$ cat config.mk
export PLATFORM = sky130hd
export DESIGN_NAME = rect_draw_arbiter
export DESIGN_NICKNAME = d
export VERILOG_FILES = /design/src/rtl/vga_draw_pkg.sv /design/src/rtl/rr_arbiter.sv /design/src/rtl/rect_draw_arbiter.sv
export SDC_FILE = /design/constraint.sdc
export NUM_CORES = 1
export LEC_CHECK = 0
export ABC_AREA = 1
export CORE_MARGIN = 5
export CORE_UTILIZATION = 55
export CTS_BUF_LIST = sky130_fd_sc_hd__clkbuf_2
export DETAILED_ROUTE_END_ITERATION = 10
export PLACE_DENSITY = 0.85
export SLEW_MARGIN = 10
export SYNTH_ARGS = -nofsm -noshare
export SYNTH_HDL_FRONTEND = slang
export SYNTH_SLANG_ARGS = --single-unit
$ cat constraint.sdc
create_clock -name clk -period 5.5 [get_ports clk]
set_input_delay 1.1 -clock clk [delete_from_list [all_inputs] [get_ports clk]]
set_output_delay 1.1 -clock clk [all_outputs]
set_load 0.02 [all_outputs]
$ cat src/rtl/vga_draw_pkg.sv
// Shared screen geometry, pixel-port widths and FSM encodings for the
// rectangle draw path feeding the VGA adapter.
package vga_draw_pkg;

    localparam int SCREEN_W = 160;
    localparam int SCREEN_H = 120;
    localparam int X_W      = 8;
    localparam int Y_W      = 7;
    localparam int COL_W    = 3;

    localparam logic [1:0] ST_IDLE = 2'd0;
    localparam logic [1:0] ST_DRAW = 2'd1;
    localparam logic [1:0] ST_DONE = 2'd2;

    typedef struct packed {
        logic [X_W-1:0]   x;
        logic [Y_W-1:0]   y;
        logic [X_W-1:0]   w;
        logic [Y_W-1:0]   h;
        logic [COL_W-1:0] colour;
    } rect_t;

    function automatic logic rect_empty(input rect_t r);
        return (r.w == '0) || (r.h == '0);
    endfunction

endpackage

$ cat src/rtl/rr_arbiter.sv
// Combinational round-robin pick: first asserted request at or after rr_ptr,
// wrapping cyclically.
module rr_arbiter #(
    parameter int N_REQ = 3,
    parameter int IDX_W = 2
) (
    input  logic [N_REQ-1:0] req,
    input  logic [IDX_W-1:0] rr_ptr,
    output logic [N_REQ-1:0] grant,
    output logic [IDX_W-1:0] idx,
    output logic             valid
);

    logic [IDX_W-1:0] cand;

    always_comb begin
        grant = '0;
        idx   = '0;
        valid = 1'b0;
        cand  = '0;
        for (int k = 0; k < N_REQ; k++) begin
            cand = IDX_W'((int'(rr_ptr) + k) % N_REQ);
            if (!valid && req[cand]) begin
                valid       = 1'b1;
                idx         = cand;
                grant[cand] = 1'b1;
            end
        end
    end

endmodule

$ cat src/rtl/rect_draw_arbiter.sv
// Round-robin arbiter sharing the VGA adapter pixel port between rectangle
// drawers; scans the granted rectangle row-major, one pixel per clock.
//
//   state   | meaning
//   IDLE    | waiting for a request; latches the picked rectangle
//   DRAW    | emitting one (possibly clipped) pixel per cycle
//   DONE    | one-cycle done pulse, advance rr_ptr, release grant
module rect_draw_arbiter
    import vga_draw_pkg::*;
#(
    parameter int N_REQ = 3,
    parameter int X_MAX = SCREEN_W,
    parameter int Y_MAX = SCREEN_H
) (
    input  logic                   clk,
    input  logic                   resetn,
    input  logic [N_REQ-1:0]       req,
    input  logic [N_REQ*X_W-1:0]   req_x,
    input  logic [N_REQ*Y_W-1:0]   req_y,
    input  logic [N_REQ*X_W-1:0]   req_w,
    input  logic [N_REQ*Y_W-1:0]   req_h,
    input  logic [N_REQ*COL_W-1:0] req_colour,
    output logic [N_REQ-1:0]       grant,
    output logic [N_REQ-1:0]       done,
    output logic                   busy,
    output logic [X_W-1:0]         x_out,
    output logic [Y_W-1:0]         y_out,
    output logic [COL_W-1:0]       colour_out,
    output logic                   plot
);

    localparam int IDX_W = (N_REQ > 2) ? 2 : 1;
    localparam logic [X_W:0] X_LIM = (X_W + 1)'(X_MAX);
    localparam logic [Y_W:0] Y_LIM = (Y_W + 1)'(Y_MAX);

    logic [1:0]       state;
    logic [IDX_W-1:0] rr_ptr;
    logic [IDX_W-1:0] gnt_idx;
    logic [X_W-1:0]   cx;
    logic [Y_W-1:0]   cy;
    rect_t            rect;

    rect_t            req_rect [N_REQ];
    logic [N_REQ-1:0] pick_oh;
    logic [IDX_W-1:0] pick_idx;
    logic             pick_valid;
    rect_t            pick_rect;

    for (genvar g = 0; g < N_REQ; g++) begin : g_unpack
        assign req_rect[g].x      = req_x[g*X_W +: X_W];
        assign req_rect[g].y      = req_y[g*Y_W +: Y_W];
        assign req_rect[g].w      = req_w[g*X_W +: X_W];
        assign req_rect[g].h      = req_h[g*Y_W +: Y_W];
        assign req_rect[g].colour = req_colour[g*COL_W +: COL_W];
    end

    rr_arbiter #(
        .N_REQ (N_REQ),
        .IDX_W (IDX_W)
    ) u_rr_arbiter (
        .req    (req),
        .rr_ptr (rr_ptr),
        .grant  (pick_oh),
        .idx    (pick_idx),
        .valid  (pick_valid)
    );

    assign pick_rect = req_rect[pick_idx];

    // Full-width sums so that coordinates wrapping the port width clip, not plot.
    logic [X_W:0] x_sum;
    logic [Y_W:0] y_sum;
    logic         clipped;
    logic         last_col;
    logic         last_row;

    assign x_sum    = {1'b0, rect.x} + {1'b0, cx};
    assign y_sum    = {1'b0, rect.y} + {1'b0, cy};
    assign clipped  = (x_sum >= X_LIM) || (y_sum >= Y_LIM);
    assign last_col = (cx == rect.w - X_W'(1));
    assign last_row = (cy == rect.h - Y_W'(1));

    assign busy = (state != ST_IDLE);
    assign done = grant & {N_REQ{state == ST_DONE}};

    always_ff @(posedge clk) begin
        if (!resetn) begin
            state      <= ST_IDLE;
            rr_ptr     <= '0;
            gnt_idx    <= '0;
            grant      <= '0;
            cx         <= '0;
            cy         <= '0;
            rect       <= '0;
            plot       <= 1'b0;
            x_out      <= '0;
            y_out      <= '0;
            colour_out <= '0;
        end else begin
            case (state)
                ST_IDLE: begin
                    plot <= 1'b0;
                    if (pick_valid) begin
                        rect    <= pick_rect;
                        gnt_idx <= pick_idx;
                        grant   <= pick_oh;
                        cx      <= '0;
                        cy      <= '0;
                        state   <= rect_empty(pick_rect) ? ST_DONE : ST_DRAW;
                    end
                end
                ST_DRAW: begin
                    x_out      <= x_sum[X_W-1:0];
                    y_out      <= y_sum[Y_W-1:0];
                    colour_out <= rect.colour;
                    plot       <= !clipped;
                    if (last_col) begin
                        cx <= '0;
                        cy <= cy + Y_W'(1);
                        if (last_row)
                            state <= ST_DONE;
                    end else begin
                        cx <= cx + X_W'(1);
                    end
                end
                ST_DONE: begin
                    plot   <= 1'b0;
                    grant  <= '0;
                    rr_ptr <= (gnt_idx == IDX_W'(N_REQ - 1)) ? '0 : gnt_idx + IDX_W'(1);
                    state  <= ST_IDLE;
                end
                default: begin
                    plot  <= 1'b0;
                    grant <= '0;
                    state <= ST_IDLE;
                end
            endcase
        end
    end

endmodule

==> results of run 1 <==
[final timing paths]
kind | startpoint | cells past startpoint | to
hold / removal | y_out[1] | 2 | y_out[1]
hold reg to reg | y_out[1] | 2 | y_out[1]
setup reg to reg | rr_ptr[0] | 12 | rect[19]
setup / recovery | req[2] | 10 | rect[19]
[synthesized netlist by cell type, types with 3 or more instances]
library cell and n:
a211oi_1 5, a21boi_1 3, a21oi_1 57, a31oi_1 3, a32oi_1 13, buf_2 4, buf_4 3, buf_6 5
clkbuf_1 15, dfxtp_1 76, ha_1 23, inv_1 70, inv_2 5, nand2_1 124, nand2_2 5, nand3_1 38
nand3_2 3, nand3b_1 6, nand4_1 10, nor2_1 77, nor3_1 7, o21ai_0 54, o21ai_1 7, o21bai_1 14
o22ai_1 5, or2_2 3, xnor2_1 13, xor2_1 21
[metal layers]
layer,GRT usage,up-vias,share of wire
met5,0,-,0
met4,0.08141,0,0.017
met3,0.06145,23,0.082
met2,0.4624,252,0.49
met1,0.3283,2452,0.41
li1,-,2560,-
[flip-flops by register name, indices dropped and copies added (netlist names)]
name / flops
colour_out: 3
cx: 8
cy: 7
gnt_idx: 2
grant: 3
plot: 1
rect: 33
rr_ptr: 2
state: 2
x_out: 8
y_out: 7
[power by group through the flow]
stage | registers [W] | clock network, W | logic, W
floorplan | 0.000888 | 0 | 0.00153
global placement | 0.000837 | 0 | 0.00206
detailed placement | 0.000841 | 0 | 0.00212
CTS | 0.000828 | 0.000368 | 0.00214
global route | 0.000848 | 0.000395 | 0.00238
finish | 0.000832 | 0.000370 | 0.00217
[cells by family (layout without fill, tap and decap cells)]
| logic type | after synthesis | after routing | share of synthesized area |
|---|---|---|---|
| compound gates | 171 | 171 | 0.2055 |
| xor+xnor | 34 | 34 | 0.06067 |
| fa+ha+maj | 25 | 25 | 0.06679 |
| buf+inv | 106 | 226 | 0.09304 |
| flops | 76 | 76 | 0.3100 |
| mux | 1 | 1 | 0.002039 |
| simple gates | 284 | 284 | 0.2620 |
[layout make-up]
class | count | area (um2) | share of cell area
Multi-Input combinational cell | 515 | 2930 | 0.4618
Sequential cell | 76 | 1521 | 0.2398
Timing Repair Buffer | 133 | 1321 | 0.2082
Inverter | 77 | 294.0 | 0.04634
Tap cell | 108 | 135.1 | 0.02130
Clock inverter | 7 | 97.59 | 0.01538
Clock buffer | 9 | 45.04 | 0.007099
[tightest hold or removal path: stages, from the launching register on]
cell     delay (ns)
dfxtp_1        0.36
nor2_1         0.09
nor2_1         0.05
[through the flow]
stage	power (W)	util	area [um2]
after CTS	0.003337	0.7275	6345
after floorplan	0.002417	-	4908
after detailed placement	0.002965	0.7112	6202
after global placement	0.002892	0.7112	6202
final	0.003369	0.7275	6345
after global routing	0.003625	0.7275	6345
==> metrics.yaml, run 1 <==
ys.flop_type: "dfxtp_1"
async_flop_share: 0
relSlewSlack: 0.2626
dpl.cell_count: 909
min_period_ns: 3.257
antenna_found_initial: 0
power_frac_seq: 0.247
cp_max_fo: 14
yosysSeqAreaShare: 0.3100
nNetsFinal: 941
grt_pass1_wl_um: 24410
antenna_left: 0
htree_num_levels: 3
diodes: 0
hpwl_um: 11200
cap_violations: 0
critPathBufInv: 2
grt_max_degree: 38
setup_viol_count_final: 0
drt_iter0_markers: 378
leakagePower_nw: 2.725
avgSynthCellArea_um2: 7.042
critPathLaunchType: "primary input"
initial_core_util: 0.5628
power_density_nw_per_um2: 531.0
slowest_delay_ns: 0.85
clkSinkCount: 76
drcViolationCount: 0
synth_area_leaders: "dfxtp_1 (31%), nand2_1 (9.5%), nor2_1 (5.9%)"
cp-end-kind: "flip-flop"
worstPathArrival_ns: 3.75
final_common_cell: "clkdlybuf4s50_1"
cts_hold_buf: 0
via_count: 5287
cellInternalPower_w: 0.001652
ir_worst_vdd_mv: 0.2688
outcome: "complete, no violations"
setup_slack_ns: 2.243
fp.dieH_um: 104.5
drv_slew: 0
rows: 34
rrSetupSlack_ns: 2.40
fin_skew_ns: 0.04949
fin_setup_tns_ns: 0
synth_edf_count: 0
finalWirelength_um: 14880
preCtsSetupSlack_ns: 1.831
die_area_um2: 10910
die_width_um: 104.5
synth_fp_nets: 826
p_clk_frac: 0.110
synth_warnings: 0
worstMarginPinSlew_ns: 1.102
clock_latency_ns: 0.55
synth.top_cell.area_share: 0.3100
synth_top_area_cell: "dfxtp_1"
p_sw_w: 0.001717
track_usage: 0.2675
firstDrtPassIters: 5
switching_share: 0.5096
grt_overflow: 0
cts_buffer_depth: 2
io_pins: 130
viasPerCell: 5.716
path_clk_slew_ns: 0.24
fin_crit_sh: 0.5922
portBuffers: 129
area_growth_pct: 29.26
required_ns: 5.99
cts-root-buf: "clkbuf_2"
wl_per_cell_um: 16.09
first_global_vias: 5175
combPwrFrac: 0.643
crit_chain: "clkdlybuf4s50_1, inv_1, o21ai_2, nand2_4, nand3_1, nand2_1, nor2_1, o21ai_0, o21bai_1, a21oi_1"
final_cells: 925
holdWs_ns: 0.5038
finalHoldViolCount: 0
syn_inst: 697
hold_class: "flip-flop to flip-flop"
mappedNetlistArea_um2: 4908
crit_family: "simple AND/OR/NAND/NOR gates"
final_cell_mix: "clkdlybuf4s50_1 (129), nand2_1 (124), nor2_1 (77)"
core_um2: 8721
nFillCells: 722
numCtsBuffers: 9
rsz0062_at_grt: "no"
layout-drive-gt1-share: 0.06120
cts_resized: 0
critical_path_class: "primary input to flip-flop"
cts_tree: "done"
max_freq_ghz: 0.3070
ys_ff_latch: 76
routabilityCongestion: 0.8804
synth.distinct_cells: 46
post-cts-setup-buffers: 0
slowest_stage: "nor2_1"
Note: power is estimated with default switching activity, not from simulation.
==> run 2, diff against run 1 <==
Settings changed: CORE_UTILIZATION 55 to 46, PLACE_DENSITY 0.85 to 0.75.
Clock period 5.5 ns to 2.8 ns, I/O delays scaled along.
==> metrics.yaml, run 2 (synthesis results as in run 1) <==
post-cts-setup-buffers: 0
die_area_um2: 12840
min_to: "y_out[1]"
hpwl_um: 12080
io_pins: 130
drt_iter0_markers: 296
required_ns: 3.24
first_global_vias: 5051
routabilityCongestion: 0.9006
nNetsFinal: 963
dpl.cell_count: 959
numCtsBuffers: 9
place_area_um2: 6427
r2r_cells: 19
slowest_delay_ns: 0.40
finalPower_w: 0.007021
finalWirelength_um: 15590
finalHoldViolCount: 0
rsz0062_at_grt: "no"
worstMarginPinSlew_ns: 0.5448
regMostFlops: "rect"
setup_viol_count_final: 0
fin_crit_sh: 0.9176
cts_buffer_depth: 2
area_growth_pct: 33.83
design_area_um2: 6569
critPathBufInv: 3
relSlewSlack: 0.6364
crit_family: "simple AND/OR/NAND/NOR gates"
rrSetupSlack_ns: 0.23
clock_latency_ns: 0.55
preCtsSetupSlack_ns: -0.02427
holdPathStages: 2
rows: 37
crit_chain: "inv_1, ha_2, inv_2, nand2_1, nand3_1, nand2_1, nand2_2, nand2_2, nand2_4, nand2_8, inv_4, nand2_1, nand2_1, a21boi_1, nand2_1, nor2_1, nand2_1, nand3_1, a21oi_1"
cp-end-kind: "flip-flop"
die_width_um: 113.3
cap_violations: 0
ir_worst_vdd_mv: 0.6667
critical_path_class: "flip-flop to flip-flop"
firstDrtPassIters: 5
diodes: 0
cts_hold_buf: 0
cp_max_fo: 19
crit_top_cell: "nand2_1"
outcome: "complete, no violations"
timing.rr.start: "rr_ptr[0]"
cts-root-buf: "clkbuf_2"
viasPerCell: 5.306
drv_slew: 0
fin_setup_tns_ns: 0
antenna_left: 0
antenna_found_initial: 0
track_usage: 0.2392
portBuffers: 129
hold_class: "flip-flop to flip-flop"
r2r-end: "state[0]"
leakagePower_nw: 2.838
path_clk_slew_ns: 0.21
wl_per_cell_um: 15.99
via_count: 5173
worstPathArrival_ns: 3.01
min_period_ns: 2.569
cts_tree: "done"
layout-drive-gt1-share: 0.08939
core_um2: 10370
final_cell_mix: "clkdlybuf4s50_1 (129), nand2_1 (124), nor2_1 (77)"
final_cells: 975
grt_overflow: 0
slowest_stage: "dfxtp_2"
grt_pass1_wl_um: 24850
final_common_cell: "clkdlybuf4s50_1"
top_regs: "rect (33), cx (8), x_out (8)"
fin_skew_ns: 0.02958
critPathLaunchType: "flip-flop"
grt_max_degree: 27
hp-start: "y_out[1]"
fp.dieH_um: 113.3
clkSinkCount: 76
htree_num_levels: 3
largest_reg_flops: 33
max_freq_ghz: 0.3892
drcViolationCount: 0
setup_slack_ns: 0.2307
initial_core_util: 0.4733
power_density_nw_per_um2: 1069
## run 2: cell types whose count changed in the layout (fill, tap and decap cells not counted), sizes merged
| cell | before | now |
|---|---|---|
| clkinv | 2 | 3 |
| inv | 79 | 78 |
| buf | 4 | 26 |
## run 2: tightest hold or removal path: stages (launching register included)
cell,delay (ns)
dfxtp_1,0.35
nor2_1,0.09
nor2_1,0.05
## run 2: report_power, final
part	internal (W)	switching [W]	total, W
Sequential	0.00141	0.000212	0.00163
Clock	0.000292	0.000416	0.000709
Combinational	0.00187	0.00282	0.00469
Total	0.00357	0.00345	0.00702
## run 2: routing by layer
metal,part of all wire,global-route usage
met5,0,0
met4,0.018,0.07212
met3,0.055,0.05561
met2,0.49,0.4100
met1,0.44,0.2982
## run 2: how the worst max path moves through the flow
| stage | startpoint | endpoint | slack, ns | cells past startpoint |
|---|---|---|---|---|
| after floorplan | rr_ptr[0] | state[0] | 0.55 | 19 |
| after global placement | req[0] | state[0] | 0.06 | 14 |
| after detailed placement | req[0] | state[0] | -0.02 | 18 |
| after CTS | rr_ptr[0] | state[0] | 0.17 | 16 |
| after global routing | rr_ptr[0] | state[1] | 0.005 | 20 |
| final | rr_ptr[0] | state[0] | 0.23 | 19 |
## run 2: timing repair
item | 4_1_cts | 5_1_grt
hold endpoints to repair | 0 | 0
setup endpoints to repair | 0 | 6
resized for setup | 0 | 3
## run 2: area by class of cell
cell class              instances  area, um2
fillers                       941       3801
repair buffers                155       1511
clock inverters                 7      90.09
flip-flops and latches         76       1523
clock buffers                   9      45.04
multi-input cells             515       2935
inverters                      77      294.0
well taps                     136      170.2
## run 2: per-stage QoR
stage,utilization,hold WS [ns]
6_report,0.6334,0.5010
5_1_grt,0.6334,0.5325
4_1_cts,0.6328,0.5003
3_5_place_dp,0.6198,0.4723
3_3_place_gp,0.6198,0.4653
2_1_floorplan,-,0.4509
==> run 3, diff against run 2 <==
Settings changed: CORE_ASPECT_RATIO set to 0.8, SLEW_MARGIN 10 to not set.
==> metrics.yaml, run 3 (synthesis results as in run 1) <==
setup_slack_ns: 0.2549
worstPathArrival_ns: 3.05
ir_worst_vdd_mv: 0.5583
fp.dieH_um: 102.4
finalHoldViolCount: 0
cap_violations: 0
viasPerCell: 5.312
firstDrtPassIters: 5
route.met3.wl_um: 885
grt_overflow: 0
place_area_um2: 6415
numCtsBuffers: 9
cts_hold_buf: 0
track_usage: 0.2333
rrSetupSlack_ns: 0.25
setup_viol_count_final: 0
min_period_ns: 2.545
final_common_cell: "clkdlybuf4s50_1"
cp-end-kind: "flip-flop"
critPathLaunchType: "flip-flop"
io_pins: 130
drcViolationCount: 0
drv_slew: 0
wl_per_cell_um: 15.34
hold_class: "flip-flop to flip-flop"
max_freq_ghz: 0.3929
preCtsSetupSlack_ns: -0.02258
relSlewSlack: 0.6130
design_area_um2: 6533
routabilityCongestion: 0.8548
layout-drive-gt1-share: 0.08820
final_cell_mix: "clkdlybuf4s50_1 (129), nand2_1 (122), nor2_1 (77)"
endpoint: "state[0]"
cts_buffer_depth: 2
regMostFlops: "rect"
die_area_um2: 12850
antenna_found_initial: 1
crit_chain: "inv_1, ha_2, inv_2, nand2_1, nand3_1, nand2_2, nand3_2, nand2_4, nand2_8, buf_4, nand2_1, nand3_1, nand2_1, nor2_1, nand2_1, nor2_1, nor2_2, nand3_1, a21oi_1"
power_density_nw_per_um2: 1050
finalWirelength_um: 15050
hpwl_um: 11810
rows: 33
first_global_vias: 5120
fin_crit_sh: 0.9090
r2r_cells: 19
leakagePower_nw: 2.811
initial_core_util: 0.4755
slowest_stage: "ha_2"
portBuffers: 129
drt-met1-wl_um: 6656
drt_iter0_markers: 382
fin_skew_ns: 0.03777
cp_max_fo: 15
p_clk_frac: 0.085
slowest_delay_ns: 0.40
rsz0062_at_grt: "no"
core_um2: 10320
via_count: 5211
largest_reg_flops: 33
critical_path_class: "flip-flop to flip-flop"
crit_top_cell: "nand2_1"
outcome: "complete, no violations"
cts-root-buf: "clkbuf_2"
r2r-end: "state[0]"
path_clk_slew_ns: 0.20
cts_tree: "done"
switching_share: 0.4977
die_width_um: 125.5
grt_max_degree: 34
cellInternalPower_w: 0.003444
cp-startpoint: "rr_ptr[0]"
nNetsFinal: 964
worstMarginPinSlew_ns: 0.5791
route.top_layer_used: "met4"
htree_num_levels: 3
power_frac_seq: 0.236
clock_latency_ns: 0.58
required_ns: 3.30
p_sw_w: 0.003413
clkSinkCount: 76
grt_pass1_wl_um: 24430
dr_wl_met2_um: 7307
area_growth_pct: 33.09
timing.rr.start: "rr_ptr[0]"
antenna_left: 0
top_regs: "rect (33), cx (8), x_out (8)"
combPwrFrac: 0.678
## run 3: changes by cell type in the layout (fill, tap and decap cells not counted)
cell        before  now
buf_4           24   27
buf_12           2    0
clkinv_1         1    3
clkinv_2         2    0
diode_2          0    2
nand2_1        124  122
nand2_2          5    7
bufinv_16        2    1
clkinvlp_4       1    2
ha_1            21   22
ha_2             2    1
inv_4            2    1
## run 3: metal layers
layer | global-route usage | vias to the layer above
li1 | - | 2611
met1 | 0.2868 | 2427
met2 | 0.4150 | 151
met4 | 0.06500 | 0
met5 | 0 | -
met3 | 0.05329 | 22
## run 3: power by group through the flow
stage	Combinational (W)	Sequential, W	Clock [W]
floorplan	0.00300	0.00174	0
global placement	0.00450	0.00163	0
detailed placement	0.00459	0.00164	0
CTS	0.00461	0.00162	0.000593
global route	0.00515	0.00166	0.000637
finish	0.00465	0.00162	0.000585
## run 3: critical path, delay by kind of cell, from the launching register on
family / cells / cell delay, ns
AO/OA/AOI/OAI: 1 / 0.13
flip-flops: 1 / 0.39
adder cells (fa/ha/maj): 1 / 0.40
AND/OR/NAND/NOR: 14 / 1.22
buffers and inverters: 3 / 0.35
## run 3: timing repair
item | CTS | global route
gates resized for setup | 0 | 5
buffers inserted | 0 | 0
setup endpoints to repair | 0 | 13
## run 3: worst min-delay path by stage
| stage | startpoint | to | slack, ns | cells past startpoint |
|---|---|---|---|---|
| 6_report | gnt_idx[0] | gnt_idx[0] | 0.50 | 2 |
| 4_1_cts | gnt_idx[0] | gnt_idx[0] | 0.50 | 2 |
| 3_5_place_dp | colour_out[0] | colour_out[0] | 0.48 | 2 |
| 5_1_grt | y_out[1] | y_out[1] | 0.52 | 2 |
| 2_1_floorplan | gnt_idx[0] | gnt_idx[0] | 0.45 | 2 |
| 3_3_place_gp | x_out[1] | x_out[1] | 0.47 | 2 |
## run 3: final cells by class
type                       instances  area [um2]
antenna                            2       5.005
clock buffer                       9       45.04
clock inverter                     6       56.30
fill                             957        3790
inverter                          77       296.5
multi-input combinational        515        2938
sequential                        76        1523
tap                              140       175.2
timing repair buffer             156        1494
## run 3: per-stage QoR
stage | power, W | utilization | TNS [ns] | instances | hold slack (ns)
finish | 0.006857 | 0.6328 | 0 | 981 | 0.5046
global route | 0.007447 | 0.6328 | 0 | 981 | 0.5199
CTS | 0.006818 | 0.6313 | 0 | 979 | 0.5047
detailed placement | 0.006234 | 0.6215 | -0.04354 | 964 | 0.4785
global placement | 0.006126 | 0.6215 | 0 | 964 | 0.4694
floorplan | 0.004747 | - | 0 | 697 | 0.4509
